--- src/rtl/grover_pkg.sv ---
// Shared widths, lane count and FSM encoding for the grover measurement back-end.
package grover_pkg;
    localparam int AMP_W = 8;
    localparam int N_ST  = 8;
    localparam int IDX_W = $clog2(N_ST);
    localparam int SQ_W  = 2*AMP_W;
    localparam int TOT_W = 2*AMP_W + 3;

    typedef enum logic [1:0] {IDLE, SCAN, RESULT} state_e;
endpackage

--- src/rtl/grover_sq_acc.sv ---
// Per-lane squarer feeding a running sum and a strict-greater argmax register.
// Next-state values are exported so the caller can latch the final lane's result on the same edge.
module grover_sq_acc
    import grover_pkg::*;
(
    input  logic             clk,
    input  logic             rst,
    input  logic             clr_i,
    input  logic             en_i,
    input  logic [AMP_W-1:0] amp_i,
    input  logic [IDX_W-1:0] lane_i,
    output logic [TOT_W-1:0] total_d_o,
    output logic [SQ_W-1:0]  best_prob_d_o,
    output logic [IDX_W-1:0] best_idx_d_o
);
    logic [TOT_W-1:0]        total_q, total_d;
    logic [SQ_W-1:0]         best_prob_q, best_prob_d;
    logic [IDX_W-1:0]        best_idx_q, best_idx_d;
    logic signed [SQ_W-1:0]  amp_ext, prod;
    logic [SQ_W-1:0]         sq;

    // Sign-extend before multiplying so the low SQ_W bits are the exact square (-128^2 = 16384).
    assign amp_ext = {{AMP_W{amp_i[AMP_W-1]}}, amp_i};
    assign prod    = amp_ext * amp_ext;
    assign sq      = prod;

    always_comb begin
        total_d     = total_q;
        best_prob_d = best_prob_q;
        best_idx_d  = best_idx_q;
        if (clr_i) begin
            total_d     = '0;
            best_prob_d = '0;
            best_idx_d  = '0;
        end else if (en_i) begin
            total_d = total_q + TOT_W'(sq);
            if (sq > best_prob_q) begin
                best_prob_d = sq;
                best_idx_d  = lane_i;
            end
        end
    end

    always_ff @(posedge clk or posedge rst) begin
        if (rst) begin
            total_q     <= '0;
            best_prob_q <= '0;
            best_idx_q  <= '0;
        end else begin
            total_q     <= total_d;
            best_prob_q <= best_prob_d;
            best_idx_q  <= best_idx_d;
        end
    end

    assign total_d_o     = total_d;
    assign best_prob_d_o = best_prob_d;
    assign best_idx_d_o  = best_idx_d;
endmodule

--- src/rtl/grover_readout.sv ---
// Captures the eight grover amplitudes on a done edge, scans them one lane per cycle,
// and presents argmax index, its squared magnitude and the total over valid/ready.
module grover_readout
    import grover_pkg::*;
(
    input  logic             clk,
    input  logic             rst,
    input  logic             done,
    input  logic [AMP_W-1:0] amp0,
    input  logic [AMP_W-1:0] amp1,
    input  logic [AMP_W-1:0] amp2,
    input  logic [AMP_W-1:0] amp3,
    input  logic [AMP_W-1:0] amp4,
    input  logic [AMP_W-1:0] amp5,
    input  logic [AMP_W-1:0] amp6,
    input  logic [AMP_W-1:0] amp7,
    input  logic             res_ready,
    output logic             res_valid,
    output logic [IDX_W-1:0] meas_idx,
    output logic [SQ_W-1:0]  meas_prob,
    output logic [TOT_W-1:0] total,
    output logic             busy,
    output logic             overrun
);
    logic [N_ST-1:0][AMP_W-1:0] amp_in, cap_q;
    state_e                     state_q;
    logic                       done_q, trig;
    logic [IDX_W-1:0]           lane_q;
    logic                       busy_q, res_valid_q, overrun_q;
    logic [IDX_W-1:0]           meas_idx_q;
    logic [SQ_W-1:0]            meas_prob_q;
    logic [TOT_W-1:0]           total_q;
    logic                       acc_clr, acc_en, last_lane;
    logic [TOT_W-1:0]           acc_total_d;
    logic [SQ_W-1:0]            acc_prob_d;
    logic [IDX_W-1:0]           acc_idx_d;

    assign amp_in    = {amp7, amp6, amp5, amp4, amp3, amp2, amp1, amp0};
    assign trig      = done & ~done_q;
    assign acc_clr   = (state_q == IDLE) & trig;
    assign acc_en    = (state_q == SCAN);
    assign last_lane = (lane_q == IDX_W'(N_ST-1));

    grover_sq_acc u_acc (
        .clk           (clk),
        .rst           (rst),
        .clr_i         (acc_clr),
        .en_i          (acc_en),
        .amp_i         (cap_q[lane_q]),
        .lane_i        (lane_q),
        .total_d_o     (acc_total_d),
        .best_prob_d_o (acc_prob_d),
        .best_idx_d_o  (acc_idx_d)
    );

    always_ff @(posedge clk or posedge rst) begin
        if (rst) begin
            state_q     <= IDLE;
            done_q      <= 1'b0;
            cap_q       <= '0;
            lane_q      <= '0;
            busy_q      <= 1'b0;
            res_valid_q <= 1'b0;
            overrun_q   <= 1'b0;
            meas_idx_q  <= '0;
            meas_prob_q <= '0;
            total_q     <= '0;
        end else begin
            done_q <= done;
            // A trigger while busy (including the accept cycle) is flagged and dropped.
            if (trig && state_q != IDLE)
                overrun_q <= 1'b1;
            case (state_q)
                IDLE: begin
                    if (trig) begin
                        cap_q   <= amp_in;
                        lane_q  <= '0;
                        busy_q  <= 1'b1;
                        state_q <= SCAN;
                    end
                end
                SCAN: begin
                    lane_q <= lane_q + IDX_W'(1);
                    if (last_lane) begin
                        meas_idx_q  <= acc_idx_d;
                        meas_prob_q <= acc_prob_d;
                        total_q     <= acc_total_d;
                        res_valid_q <= 1'b1;
                        state_q     <= RESULT;
                    end
                end
                RESULT: begin
                    if (res_ready) begin
                        res_valid_q <= 1'b0;
                        busy_q      <= 1'b0;
                        state_q     <= IDLE;
                    end
                end
                default: state_q <= IDLE;
            endcase
        end
    end

    assign res_valid = res_valid_q;
    assign busy      = busy_q;
    assign overrun   = overrun_q;
    assign meas_idx  = meas_idx_q;
    assign meas_prob = meas_prob_q;
    assign total     = total_q;
endmodule

--- config.mk ---
export PLATFORM = sky130hd
export DESIGN_NAME = grover_readout
export DESIGN_NICKNAME = d
export VERILOG_FILES = /design/src/rtl/grover_pkg.sv /design/src/rtl/grover_sq_acc.sv /design/src/rtl/grover_readout.sv
export SDC_FILE = /design/constraint.sdc
export NUM_CORES = 1
export LEC_CHECK = 0
export ABC_CLOCK_PERIOD_IN_PS = 21800
export CAP_MARGIN = 20
export CORE_MARGIN = 2
export CORE_UTILIZATION = 45
export CTS_CLUSTER_SIZE = 16
export DETAILED_ROUTE_END_ITERATION = 8
export DONT_BUFFER_PORTS = 1
export GPL_ROUTABILITY_DRIVEN = 1
export PLACE_DENSITY_LB_ADDON = 0.2
export SETUP_SLACK_MARGIN = 0.1
export SLEW_MARGIN = 0
export SYNTH_ARGS = -nofsm -noshare
export SYNTH_HDL_FRONTEND = slang
export SYNTH_SLANG_ARGS = --single-unit
--- constraint.sdc ---
create_clock -name clk -period 21.8 [get_ports clk]
set_input_delay 4.36 -clock clk [delete_from_list [all_inputs] [get_ports clk]]
set_output_delay 4.36 -clock clk [all_outputs]
set_load 0.005 [all_outputs]
# Word level (Yosys, flattened, before mapping)
# Index checks and enable logic that the tools add are counted.
# op_classes
n_addsub	2
mul	1
n_lt_le_gt_ge	2
eq_ne	6
muxes	21
bitwise_logic	3
n_reduce_logical	12
# op_table
cell	count
$mux W16	3
$mux W19	2
$bmux W8 S3	1
$add A19 B16 Y19	1
$gt A16 B16 Y1	1
$mul A8 B8 Y16	1
$mux W3	4
$reduce_and A3 Y1	3
$mux W8	1
$reduce_bool A2 Y1	4
$mux W2	3
$pmux W2 S3	1
$pmux W3 S2	1
$reduce_and A2 Y1	3
$lt A3 B4 Y1 const B	1
$ne A2 B2 Y1 const B	2
$pmux W1 S2	2
$add A3 B1 Y3 const B	1
$eq A3 B3 Y1 const B	1
$mux W1	3
$and A1 B1 Y1	2
$eq A2 B1 Y1 const B	1
$eq A2 B2 Y1 const B	1
$logic_not A2 Y1	1
other kinds (3)	3
# totals
reg_bits	149
in_bits	68
output_inout_bits	41
wordCells	67

# Depth between registers and ports, before layout
# Gate-level depths: netlist of the first run.
# logic_depth
ltp_word	7
ltp_mapped	29

# Modules after synthesis
# From an unflattened synthesis of the first run, not the netlist that was laid out.
# hier_totals
cells_unflattened	802
hier_area_um2	9791.9
# modules_own_cells
module	instances	cells_per_inst	area_per_inst_um2	seq_area_each_um2
grover_readout	1	280	4951.0	2777.7
grover_sq_acc	1	522	4840.9	950.9

# Worst setup path before layout of the first run
# No wires, ideal clock.
# synth_timing
kind	flip-flop to flip-flop
from	reg lane_q[0]
to	reg meas_prob_q[3] (netlist: meas_prob[3])
setup_ns	0.133
t_arrival_ns	6.856
required_ns	21.667
slack_ns	14.811
path_stages_with_launch	29
n_path_buf	3
period_less_slack_ns	6.989
cell_sequence	dfrtp_1 > buf_6 > buf_2 > mux4_2 > mux2i_1 > nor2_1 > fa_1 > inv_1 > fa_1 > inv_1 > fa_1 > inv_1 > fa_1 > inv_1 > ha_1 > and2_1 > nor2b_1 > a211oi_1 > a32oi_1 > xnor2_1 > ha_1 > nand3_1 > nor3_1 > o22ai_1 > a21oi_2 > clkbuf_1 > nor2_1 > a21oi_1 > o21ai_0
# synth_between
elab_chain_cells	7
# synth_rtl
element	line_no	rtl
from (decl)	grover_readout.sv:28	logic [IDX_W-1:0] lane_q;
from (signal assigned)	grover_readout.sv:83	lane_q <= lane_q + IDX_W'(1);
$bmux W8 S3	grover_readout.sv:49	.amp_i (cap_q[lane_q]),
$mux W8 (implied by the code)	grover_readout.sv:49	
$mul A8 B8 Y16	grover_sq_acc.sv:24	assign prod = amp_ext * amp_ext;
$gt A16 B16 Y1	grover_sq_acc.sv:37	if (sq > best_prob_q) begin
$mux W16	grover_sq_acc.sv:37	
$mux W16	grover_sq_acc.sv:35	end else if (en_i) begin
$mux W16	grover_sq_acc.sv:31	if (clr_i) begin
to (signal assigned)	grover_readout.sv:86	meas_prob_q <= acc_prob_d;
to (decl)	grover_readout.sv:31	logic [SQ_W-1:0] meas_prob_q;
# Parallel ways exist; a longest one is shown, timed or not. The select of a mux whose other input is x is not followed.
# A chain may end at the register's enable or synchronous reset.

# Final worst setup path of the first run
# layout_timing
from	reg lane_q[0]
to	reg meas_prob_q[0] (netlist: meas_prob[0])
# The elaborated chain is that of the path after synthesis.

==> load_flow_metrics.sql, run 1 <==
INSERT INTO impl_metrics (metric_group, metric, value, unit) VALUES
('status', 'outcome', 'finished clean', ''),
('sta', 'final-max-slew-violation-count', '0', ''),
('synthesis', 'syn-num-nets', '1166', ''),
('cells_and_area', 'area_growth', '10.01', '%'),
('global_routing', 'grt_pass1_vias', '6587', ''),
('placed_design', 'dp_hpwl', '15070', 'um'),
('synthesis', 'yosys_register_bits', '149', ''),
('setup_path', 'slack_of_the_worst_reg_to_reg_path', '13460', 'ps'),
('cts', 'worst_setup_hold_path_clk_slew', '60', 'ps'),
('setup_path', 'arrival', '8640', 'ps'),
('sta', 'timing.final.crit_share', '38.26', '%'),
('route', 'wl_per_cell', '16.23', 'um'),
('synthesis', 'synth_simple_gate_area_share', '17.54', '%'),
('cts', 'clock_net_sink_count', '149', ''),
('setup_path', 'setup.worst_path.class', 'flop to flop', ''),
('cells_and_area', 'antenna-diode-count', '0', ''),
('cts', 'number_of_buffers_added_by_the_clock_tree_synthesis_step', '17', ''),
('synthesis', 'yosys.area.top_type_share', '40.42', '%'),
('flow_run', 'max_cap_viol_count', '0', ''),
('synthesis', 'ys.warnings.count', '0', ''),
('cts', 'postCtsResizedCells', '0', ''),
('cts', 'ctsLongestPathBuffers', '2', ''),
('synthesis', 'netlist_top_cells_area', 'dfrtp_1, nand2_1, fa_1', ''),
('global_routing', 'grt_first_pass_wirelength', '34070', 'um'),
('floorplanning', 'ios', '109', ''),
('global_routing', 'grt_start_max_net_pins', '97', ''),
('route', 'detail_route.iter0.violations', '309', ''),
('sta', 'rsz0062_at_grt', 'false', ''),
('setup_path', 'cp_max_fo', '22', ''),
('cts', 'cts.root.buffer_cell', 'clkbuf_16', ''),
('synthesis', 'synth_top_family_by_area', 'simple AND/OR/NAND/NOR gates', ''),
('placed_design', 'finalWeightedCongestion', '0.8799', ''),
('route', 'detail_route.first_pass.iterations', '4', ''),
('synthesis', 'synth_top_cell_by_area', 'dfrtp_1', ''),
('synthesis', 'syn_area', '9225', 'sq um'),
('sta', 'max_clock_freq', '119.9', 'MHz'),
('setup_path', 'timing.critical_path.slowest_stage_cell', 'dfrtp_1', ''),
('setup_path', 'crit-reg2reg-launch', 'lane_q[0]$_DFFE_PP0P_', ''),
('setup_path', 'crit_path_max_incr_delay', '1010', 'ps'),
('sta', 'finalSetupViolations', '0', ''),
('placed_design', 'port-buffer-count', '0', ''),
('setup_path', 'timing.critical_path.from', 'lane_q[0]$_DFFE_PP0P_', ''),
('setup_path', 'reg2regPathDepth', '25', ''),
('global_routing', 'number_of_antenna_violations_at_the_first_check_in_global_routing', '0', ''),
('placed_design', 'dpl_cell_area', '9454', 'sq um'),
('synthesis', 'synthXorXnorAreaFrac', '3.404', '%'),
('cells_and_area', 'final_layout_size_suffix_gt1_share', '7.129', '%'),
('floorplanning', 'design.die.area', '21660', 'sq um'),
('setup_path', 'worstSetupEndpointType', 'flop', ''),
('route', 'vias_per_cell', '5.115', ''),
('cts', 'h_tree_level_count', '4', ''),
('synthesis', 'netlist_instances', '995', ''),
('synthesis', 'synth_mux_area_share', '6.415', '%'),
('synthesis', 'yosysSeqAreaShare', '40.42', '%'),
('synthesis', 'synth_adder_area_share', '17.47', '%'),
('setup_path', 'worstSetupEndpoint', 'meas_prob[0]$_DFFE_PP0P_', ''),
('setup_path', 'total_buffers_and_inverters_traversed_by_the_critical_path', '4', ''),
('route', 'wirelength', '20550', 'um'),
('cells_and_area', 'final_cell_area', '10150', 'sq um'),
('cts', 'cts.hold.buffers_added', '0', ''),
('sta', 'final_hold_fails', '0', ''),
('cells_and_area', 'layout.cells.most_common', 'nand2_1', ''),
('floorplanning', 'core_area', '20170', 'sq um'),
('sta', 'relSlewSlack', '31.69', '%'),
('sta', 'measured_slew_at_the_worst_slew_check_pin', '1025', 'ps'),
('floorplanning', 'placementRows', '52', ''),
('cts', 'clkLatencyLatePin', '430', 'ps'),
('global_routing', 'grt_util_all_layers', '20.05', '%'),
('synthesis', 'synth_edf_count', '0', ''),
('floorplanning', 'floorplan.die.height', '147.2', 'um'),
('synthesis', 'synth-async-reset-ratio', '100.0', '%');
[kinds of logic after synthesis]
family	Yosys count
xor gates and xnor gates	35
adders and majority gates	103
muxes	31
buffers and inverters	132
DFF	149
AOI/OAI and AO/OA	146
and+or+nand+nor	399
[final cells by class]
type | count | area, sq um
Fill cell | 1924 | 10020
Tap cell | 270 | 337.8
Clock buffer | 19 | 442.9
Multi-Input combinational cell | 714 | 4982
Sequential cell | 149 | 3729
Timing Repair Buffer | 8 | 92.59
Inverter | 94 | 360.3
Clock inverter | 12 | 203.9
[sequential cells by signal (all words and copies together) (netlist names), 2 cells and up]
signal and cells:
lane_q 3, cap_q 64, state_q 2, u_acc.total_q 19
u_acc.best_prob_q 16, total 19, u_acc.best_idx_q 3, meas_prob 16
meas_idx 3
[worst reg2reg max path, delay by kind of cell (launching register included)]
| kind | cells | cell delay, ps |
|---|---|---|
| xor+xnor | 1 | 180 |
| mux | 2 | 1280 |
| simple gates | 4 | 690 |
| buf+inv | 4 | 500 |
| flops | 1 | 1010 |
| compound gates | 8 | 1810 |
| fa+ha+maj | 6 | 2720 |
[layer usage]
metal | part of all wire, % | vias up | global-route usage, %
met5 | 0 | - | 0
met4 | 1.6 | 0 | 5.769
met3 | 4.7 | 20 | 4.317
met2 | 46 | 144 | 32.13
met1 | 48 | 3106 | 27.71
li1 | - | 3206 | -
[cells in the mapped netlist (2+ instances only)]
master	n
nand2_1	273
dfrtp_1	149
inv_1	93
nor2_1	81
ha_1	60
o21ai_0	58
a21oi_1	44
fa_1	43
clkbuf_1	28
xnor2_1	22
a21o_1	13
nand3_1	12
xor2_1	12
mux4_2	10
a31oi_1	8
mux2i_1	7
a211oi_1	6
mux4_1	6
nand2b_1	5
nand4_1	5
buf_1	4
mux2i_4	4
nor2b_1	4
o211ai_1	4
a31o_2	3
and2_1	3
buf_2	3
buf_6	3
mux2_2	3
nor3_1	3
or2_2	3
nand3b_1	2
nand4b_1	2
nor2_4	2
o21bai_1	2
[metrics by stage]
step                      hold WS [ps]  util, %  setup slack (ps)  instances
after floorplan                  437.3        -             13430        995
after global placement           450.7    46.87             13610       1233
after detailed placement         456.9    46.87             13410       1233
after CTS                        470.6    50.08             13370       1264
after global routing             488.3    50.32             12860       1266
final                            465.8    50.32             13460       1266
[worst min path at each step]
stage               cells after the start                    end                   from  slack, ps
floorplan                               2  cap_q[15]$_DFFE_PP0P_  cap_q[15]$_DFFE_PP0P_        440
global placement                        2   cap_q[9]$_DFFE_PP0P_   cap_q[9]$_DFFE_PP0P_        450
detailed placement                      2  cap_q[31]$_DFFE_PP0P_  cap_q[31]$_DFFE_PP0P_        460
CTS                                     2  cap_q[31]$_DFFE_PP0P_  cap_q[31]$_DFFE_PP0P_        470
global route                            2  cap_q[31]$_DFFE_PP0P_  cap_q[31]$_DFFE_PP0P_        490
finish                                  2  cap_q[46]$_DFFE_PP0P_  cap_q[46]$_DFFE_PP0P_        470
Power of run 1 is left out: the tool's default activity adds up to more than one toggle a clock period on the data nets, which glitch-free logic cannot reach.
==> run 2, diff against run 1 <==
- ABC_CLOCK_PERIOD_IN_PS: 21800 -> 7200
- clock period: 21.8 -> 7.2 ns (I/O delays scaled with it)
==> load_flow_metrics.sql, run 2 (same netlist as run 1, synthesis figures left out) <==
INSERT INTO impl_metrics (metric_group, metric, value, unit) VALUES
('setup_path', 'worst_setup_path_start_kind', 'flop', ''),
('cells_and_area', 'area_growth', '16.06', '%'),
('floorplanning', 'ios', '109', ''),
('cells_and_area', 'largest_register_ff_count', '64', ''),
('setup_path', 'arrival', '7140', 'ps'),
('cts', 'h_tree_level_count', '4', ''),
('floorplanning', 'floorplan.die.height', '147.2', 'um'),
('cells_and_area', 'layout_common_cells', 'nand2_1, dfrtp_1, inv_1', ''),
('cells_and_area', 'antenna-diode-count', '0', ''),
('setup_path', 'cp_max_fo', '8', ''),
('route', 'detail_route.first_pass.iterations', '5', ''),
('cells_and_area', 'final_layout_size_suffix_gt1_share', '14.97', '%'),
('global_routing', 'grt_util_all_layers', '19.82', '%'),
('cts', 'cts.root.buffer_cell', 'clkbuf_16', ''),
('route', 'dr_total_vias', '6714', ''),
('cts', 'clock_net_sink_count', '149', ''),
('cells_and_area', 'layout.cells.most_common', 'nand2_1', ''),
('placed_design', 'finalWeightedCongestion', '0.8364', ''),
('sta', 'timing.hold.ws', '472.8', 'ps'),
('sta', 'finalClockSkew', '12.48', 'ps'),
('placed_design', 'dp_hpwl', '14990', 'um'),
('setup_path', 'crit_path_max_incr_delay', '550', 'ps'),
('sta', 'setup_ws', '360.3', 'ps'),
('flow_run', 'max_cap_viol_count', '0', ''),
('floorplanning', 'core_area', '20170', 'sq um'),
('placed_design', 'place_inst', '1261', ''),
('route', 'detail_route.iter0.violations', '253', ''),
('floorplanning', 'placementRows', '52', ''),
('hold_path', 'timing.hold.worst.class', 'flop to flop', ''),
('sta', 'max_clock_freq', '146.2', 'MHz'),
('setup_path', 'crit_top_cell', 'fa_1', ''),
('setup_path', 'timing.critical_path.slowest_stage_cell', 'fa_1', ''),
('setup_path', 'critPathRequiredTime', '7500', 'ps'),
('floorplanning', 'floorplan.die.width', '147.2', 'um'),
('floorplanning', 'design.die.area', '21660', 'sq um'),
('status', 'outcome', 'finished clean', ''),
('cts', 'clkLatencyLatePin', '430', 'ps'),
('setup_path', 'setup.worst_path.class', 'flop to flop', ''),
('global_routing', 'grt_first_pass_wirelength', '33840', 'um'),
('sta', 'measured_slew_at_the_worst_slew_check_pin', '953.7', 'ps'),
('sta', 'layout_min_cycle_time', '6840', 'ps'),
('global_routing', 'grt_pass1_vias', '6663', ''),
('sta', 'final_hold_fails', '0', ''),
('global_routing', 'grt_start_max_net_pins', '97', ''),
('sta', 'finalSetupViolations', '0', ''),
('sta', 'final.setup.tns', '0', 'ps'),
('route', 'wl_per_cell', '16.16', 'um'),
('cts', 'worst_setup_hold_path_clk_slew', '60', 'ps'),
('route', 'antenna_left', '0', ''),
('cells_and_area', 'layoutNonFillerInstCount', '1312', ''),
('cts', 'tritoncts', 'built', ''),
('cts', 'cts.hold.buffers_added', '0', ''),
('sta', 'rsz0062_at_grt', 'false', ''),
('placed_design', 'dp_worst_setup_slack', '93.34', 'ps'),
('cells_and_area', 'top_register', 'cap_q', ''),
('route', 'wirelength', '21200', 'um'),
('global_routing', 'number_of_antenna_violations_at_the_first_check_in_global_routing', '0', ''),
('setup_path', 'worstSetupEndpointType', 'flop', ''),
('placed_design', 'port-buffer-count', '0', ''),
('cells_and_area', 'area_occupied_by_multi_input_gates', '5141', 'sq um'),
('cells_and_area', 'filler_cell_count', '1865', ''),
('sta', 'relSlewSlack', '36.42', '%'),
('sta', 'timing.final.crit_share', '95.00', '%'),
('route', 'remaining_drc_errors', '0', ''),
('sta', 'final-max-slew-violation-count', '0', ''),
('global_routing', 'leftover_overflow_at_the_end_of_global_routing', '0', ''),
('cts', 'number_of_buffers_added_by_the_clock_tree_synthesis_step', '17', ''),
('cts', 'ctsLongestPathBuffers', '2', ''),
('route', 'vias_per_cell', '5.117', ''),
('cells_and_area', 'finish.net_count', '1202', ''),
('cells_and_area', 'seqCellArea', '3731', 'sq um'),
('floorplanning', 'initial_utilization', '45.74', '%');
[run 2: per-stage QoR]
step	util, %	cell area (sq um)
2_1_floorplan	-	9225
3_3_place_gp	48.04	9689
3_5_place_dp	48.04	9689
4_1_cts	50.99	10280
5_1_grt	53.08	10710
6_report	53.08	10710
[run 2: repair_timing]
action	CTS	global route
endpoints found under the setup margin	2	45
endpoints found under the hold margin	0	0
gates resized for setup	2	53
gates cloned	0	4
pin swaps	0	7
setup buffers	0	16
[run 2: area by class of cell]
| cell class | count | share of cell area [%] |
|---|---|---|
| tap | 270 | 3.155 |
| timing repair buffer | 55 | 5.107 |
| clock buffer | 21 | 4.301 |
| multi-input combinational | 714 | 48.02 |
| sequential | 149 | 34.85 |
| clock inverter | 9 | 1.204 |
| inverter | 94 | 3.366 |
[run 2: worst max-delay path: cells and delay by family (launching register included)]
family	cells	cell delay, ps
buffers and inverters	7	870
adder cells (fa/ha/maj)	6	2720
AND/OR/NAND/NOR	6	730
flip-flops	1	430
XOR/XNOR	1	190
multiplexers	2	710
AO/OA/AOI/OAI	6	1040
[run 2: final timing paths]
path / startpoint / endpoint / slack, ps / depth (start not counted)
hold / removal: cap_q[49]$_DFFE_PP0P_ / cap_q[49]$_DFFE_PP0P_ / 470 / 2
hold reg to reg: cap_q[49]$_DFFE_PP0P_ / cap_q[49]$_DFFE_PP0P_ / 470 / 2
max in group asynchronous: rst / lane_q[1]$_DFFE_PP0P_ / 4820 / 2
min in group asynchronous: rst / cap_q[13]$_DFFE_PP0P_ / 1000 / 1
setup / recovery: lane_q[0]$_DFFE_PP0P_ / meas_prob[4]$_DFFE_PP0P_ / 360 / 28
setup reg to reg: lane_q[0]$_DFFE_PP0P_ / meas_prob[4]$_DFFE_PP0P_ / 360 / 28
[run 2: layer usage]
layer	vias up	track usage (%)	share of wire, %
met1	3191	27.56	46
met5	-	0	0
met4	0	5.577	1.7
li1	3313	-	-
met3	26	3.634	5.4
met2	184	32.08	47
Power of run 2 is left out for the same reason.
==> run 3, diff against run 2 <==
- SETUP_SLACK_MARGIN: 0.1 -> not set
==> load_flow_metrics.sql, run 3 (same netlist as run 1, synthesis figures left out) <==
INSERT INTO impl_metrics (metric_group, metric, value, unit) VALUES
('sta', 'measured_slew_at_the_worst_slew_check_pin', '958.5', 'ps'),
('cts', 'clock_net_sink_count', '149', ''),
('placed_design', 'finalWeightedCongestion', '0.8364', ''),
('setup_path', 'cp_max_fo', '17', ''),
('setup_path', 'worstSetupEndpointType', 'flop', ''),
('cts', 'clkLatencyLatePin', '430', 'ps'),
('placed_design', 'dp_worst_setup_slack', '93.34', 'ps'),
('status', 'outcome', 'finished clean', ''),
('cells_and_area', 'layout.cells.most_common', 'nand2_1', ''),
('floorplanning', 'floorplan.die.height', '147.2', 'um'),
('sta', 'timing.final.crit_share', '94.75', '%'),
('cts', 'cts.root.buffer_cell', 'clkbuf_16', ''),
('cts', 'tritoncts', 'built', ''),
('route', 'remaining_drc_errors', '0', ''),
('setup_path', 'timing.critical_path.slowest_stage_cell', 'mux4_2', ''),
('route', 'wirelength', '20740', 'um'),
('global_routing', 'grt_start_max_net_pins', '97', ''),
('floorplanning', 'core_area', '20170', 'sq um'),
('cells_and_area', 'antenna-diode-count', '0', ''),
('setup_path', 'crit_path_max_incr_delay', '540', 'ps'),
('cts', 'number_of_buffers_added_by_the_clock_tree_synthesis_step', '17', ''),
('cells_and_area', 'area_growth', '13.03', '%'),
('route', 'wl_per_cell', '15.99', 'um'),
('sta', 'final-max-slew-violation-count', '0', ''),
('setup_path', 'slack_of_the_worst_reg_to_reg_path', '380', 'ps'),
('cts', 'h_tree_level_count', '4', ''),
('sta', 'max_clock_freq', '146.6', 'MHz'),
('setup_path', 'worst_setup_path_start_kind', 'flop', ''),
('setup_path', 'crit_top_cell', 'inv_1', ''),
('route', 'detail_route.first_pass.iterations', '5', ''),
('cts', 'worst_setup_hold_path_clk_slew', '60', 'ps'),
('floorplanning', 'floorplan.die.width', '147.2', 'um'),
('cells_and_area', 'largest_register_ff_count', '64', ''),
('sta', 'final_hold_fails', '0', ''),
('cells_and_area', 'layout_common_cells', 'nand2_1, dfrtp_1, inv_1', ''),
('sta', 'layout_min_cycle_time', '6822', 'ps'),
('global_routing', 'grt_util_all_layers', '19.80', '%'),
('floorplanning', 'ios', '109', ''),
('sta', 'finalSetupViolations', '0', ''),
('placed_design', 'port-buffer-count', '0', ''),
('global_routing', 'leftover_overflow_at_the_end_of_global_routing', '0', ''),
('placed_design', 'dp_hpwl', '14990', 'um'),
('global_routing', 'grt_pass1_vias', '6644', ''),
('route', 'dr_total_vias', '6628', ''),
('global_routing', 'number_of_antenna_violations_at_the_first_check_in_global_routing', '0', ''),
('cells_and_area', 'final_layout_size_suffix_gt1_share', '12.07', '%'),
('flow_run', 'max_cap_viol_count', '0', ''),
('sta', 'setup_ws', '377.7', 'ps'),
('global_routing', 'grt_first_pass_wirelength', '33810', 'um'),
('route', 'antenna_left', '0', ''),
('cells_and_area', 'top_register', 'cap_q', ''),
('sta', 'relSlewSlack', '36.10', '%'),
('setup_path', 'setup.worst_path.class', 'flop to flop', ''),
('setup_path', 'arrival', '7090', 'ps'),
('sta', 'finalClockSkew', '13.09', 'ps'),
('route', 'vias_per_cell', '5.110', ''),
('cts', 'ctsLongestPathBuffers', '2', ''),
('floorplanning', 'placementRows', '52', ''),
('floorplanning', 'design.die.area', '21660', 'sq um'),
('setup_path', 'critPathRequiredTime', '7470', 'ps'),
('cts', 'cts.hold.buffers_added', '0', ''),
('hold_path', 'timing.hold.worst.class', 'flop to flop', ''),
('cells_and_area', 'finish.net_count', '1187', ''),
('floorplanning', 'initial_utilization', '45.74', '%'),
('route', 'detail_route.iter0.violations', '274', '');
## run 3: changes by cell type in the layout (fill, tap and decap cells not counted), moves of 3 or more
cell	change
nor2_4	-3
ha_1	+4
clkbuf_16	-3
buf_4	-8
a21oi_2	-5
a21oi_1	+6
ha_2	-3
## run 3: worst paths after layout
check,start,to,depth (start not counted)
worst max-delay path,lane_q[0]$_DFFE_PP0P_,u_acc.best_idx_q[0]$_DFF_PP0_,29
worst min-delay path,cap_q[46]$_DFFE_PP0P_,cap_q[46]$_DFFE_PP0P_,2
worst max register to register,lane_q[0]$_DFFE_PP0P_,u_acc.best_idx_q[0]$_DFF_PP0_,29
worst min register to register,cap_q[46]$_DFFE_PP0P_,cap_q[46]$_DFFE_PP0P_,2
max in group asynchronous,rst,lane_q[1]$_DFFE_PP0P_,2
min in group asynchronous,rst,cap_q[13]$_DFFE_PP0P_,1
## run 3: per-layer routing
metal,share of wire [%],track usage (%)
met2,47,32.17
met4,1.3,5.240
met1,47,27.55
met5,0,0
met3,4.9,3.634
## run 3: critical path, delay by kind of cell, from the launching register on
kind,cells,cell delay (ps)
xor gates and xnor gates,2,280
buffers and inverters,8,900
DFF,1,400
and+or+nand+nor,4,440
muxes,3,1000
adders and majority gates,6,2500
AOI/OAI and AO/OA,6,1130
## run 3: cell type report
class | count | area [sq um]
clock buffers | 21 | 460.4
well taps | 270 | 337.8
repair buffers | 40 | 355.3
flip-flops and latches | 149 | 3730
multi-input cells | 714 | 5055
inverters | 94 | 360.3
fillers | 1902 | 9742
clock inverters | 9 | 128.9
## run 3: through the flow
| stage | setup TNS [ps] | cells | instance area (sq um) | util [%] | hold WS [ps] |
|---|---|---|---|---|---|
| 2_1_floorplan | 0 | 995 | 9225 | - | 437.3 |
| 3_3_place_gp | 0 | 1261 | 9689 | 48.04 | 451.1 |
| 3_5_place_dp | 0 | 1261 | 9689 | 48.04 | 456.0 |
| 4_1_cts | 0 | 1291 | 10280 | 50.96 | 470.1 |
| 5_1_grt | -77.77 | 1297 | 10430 | 51.70 | 486.8 |
| 6_report | 0 | 1297 | 10430 | 51.70 | 467.7 |
## run 3: timing repair
| item | in CTS | in global routing |
|---|---|---|
| hold endpoints to repair | 0 | 0 |
| setup endpoints to repair | 0 | 49 |
| setup buffers | 0 | 4 |
| resized for setup | 0 | 27 |
Power of run 3 is left out for the same reason.
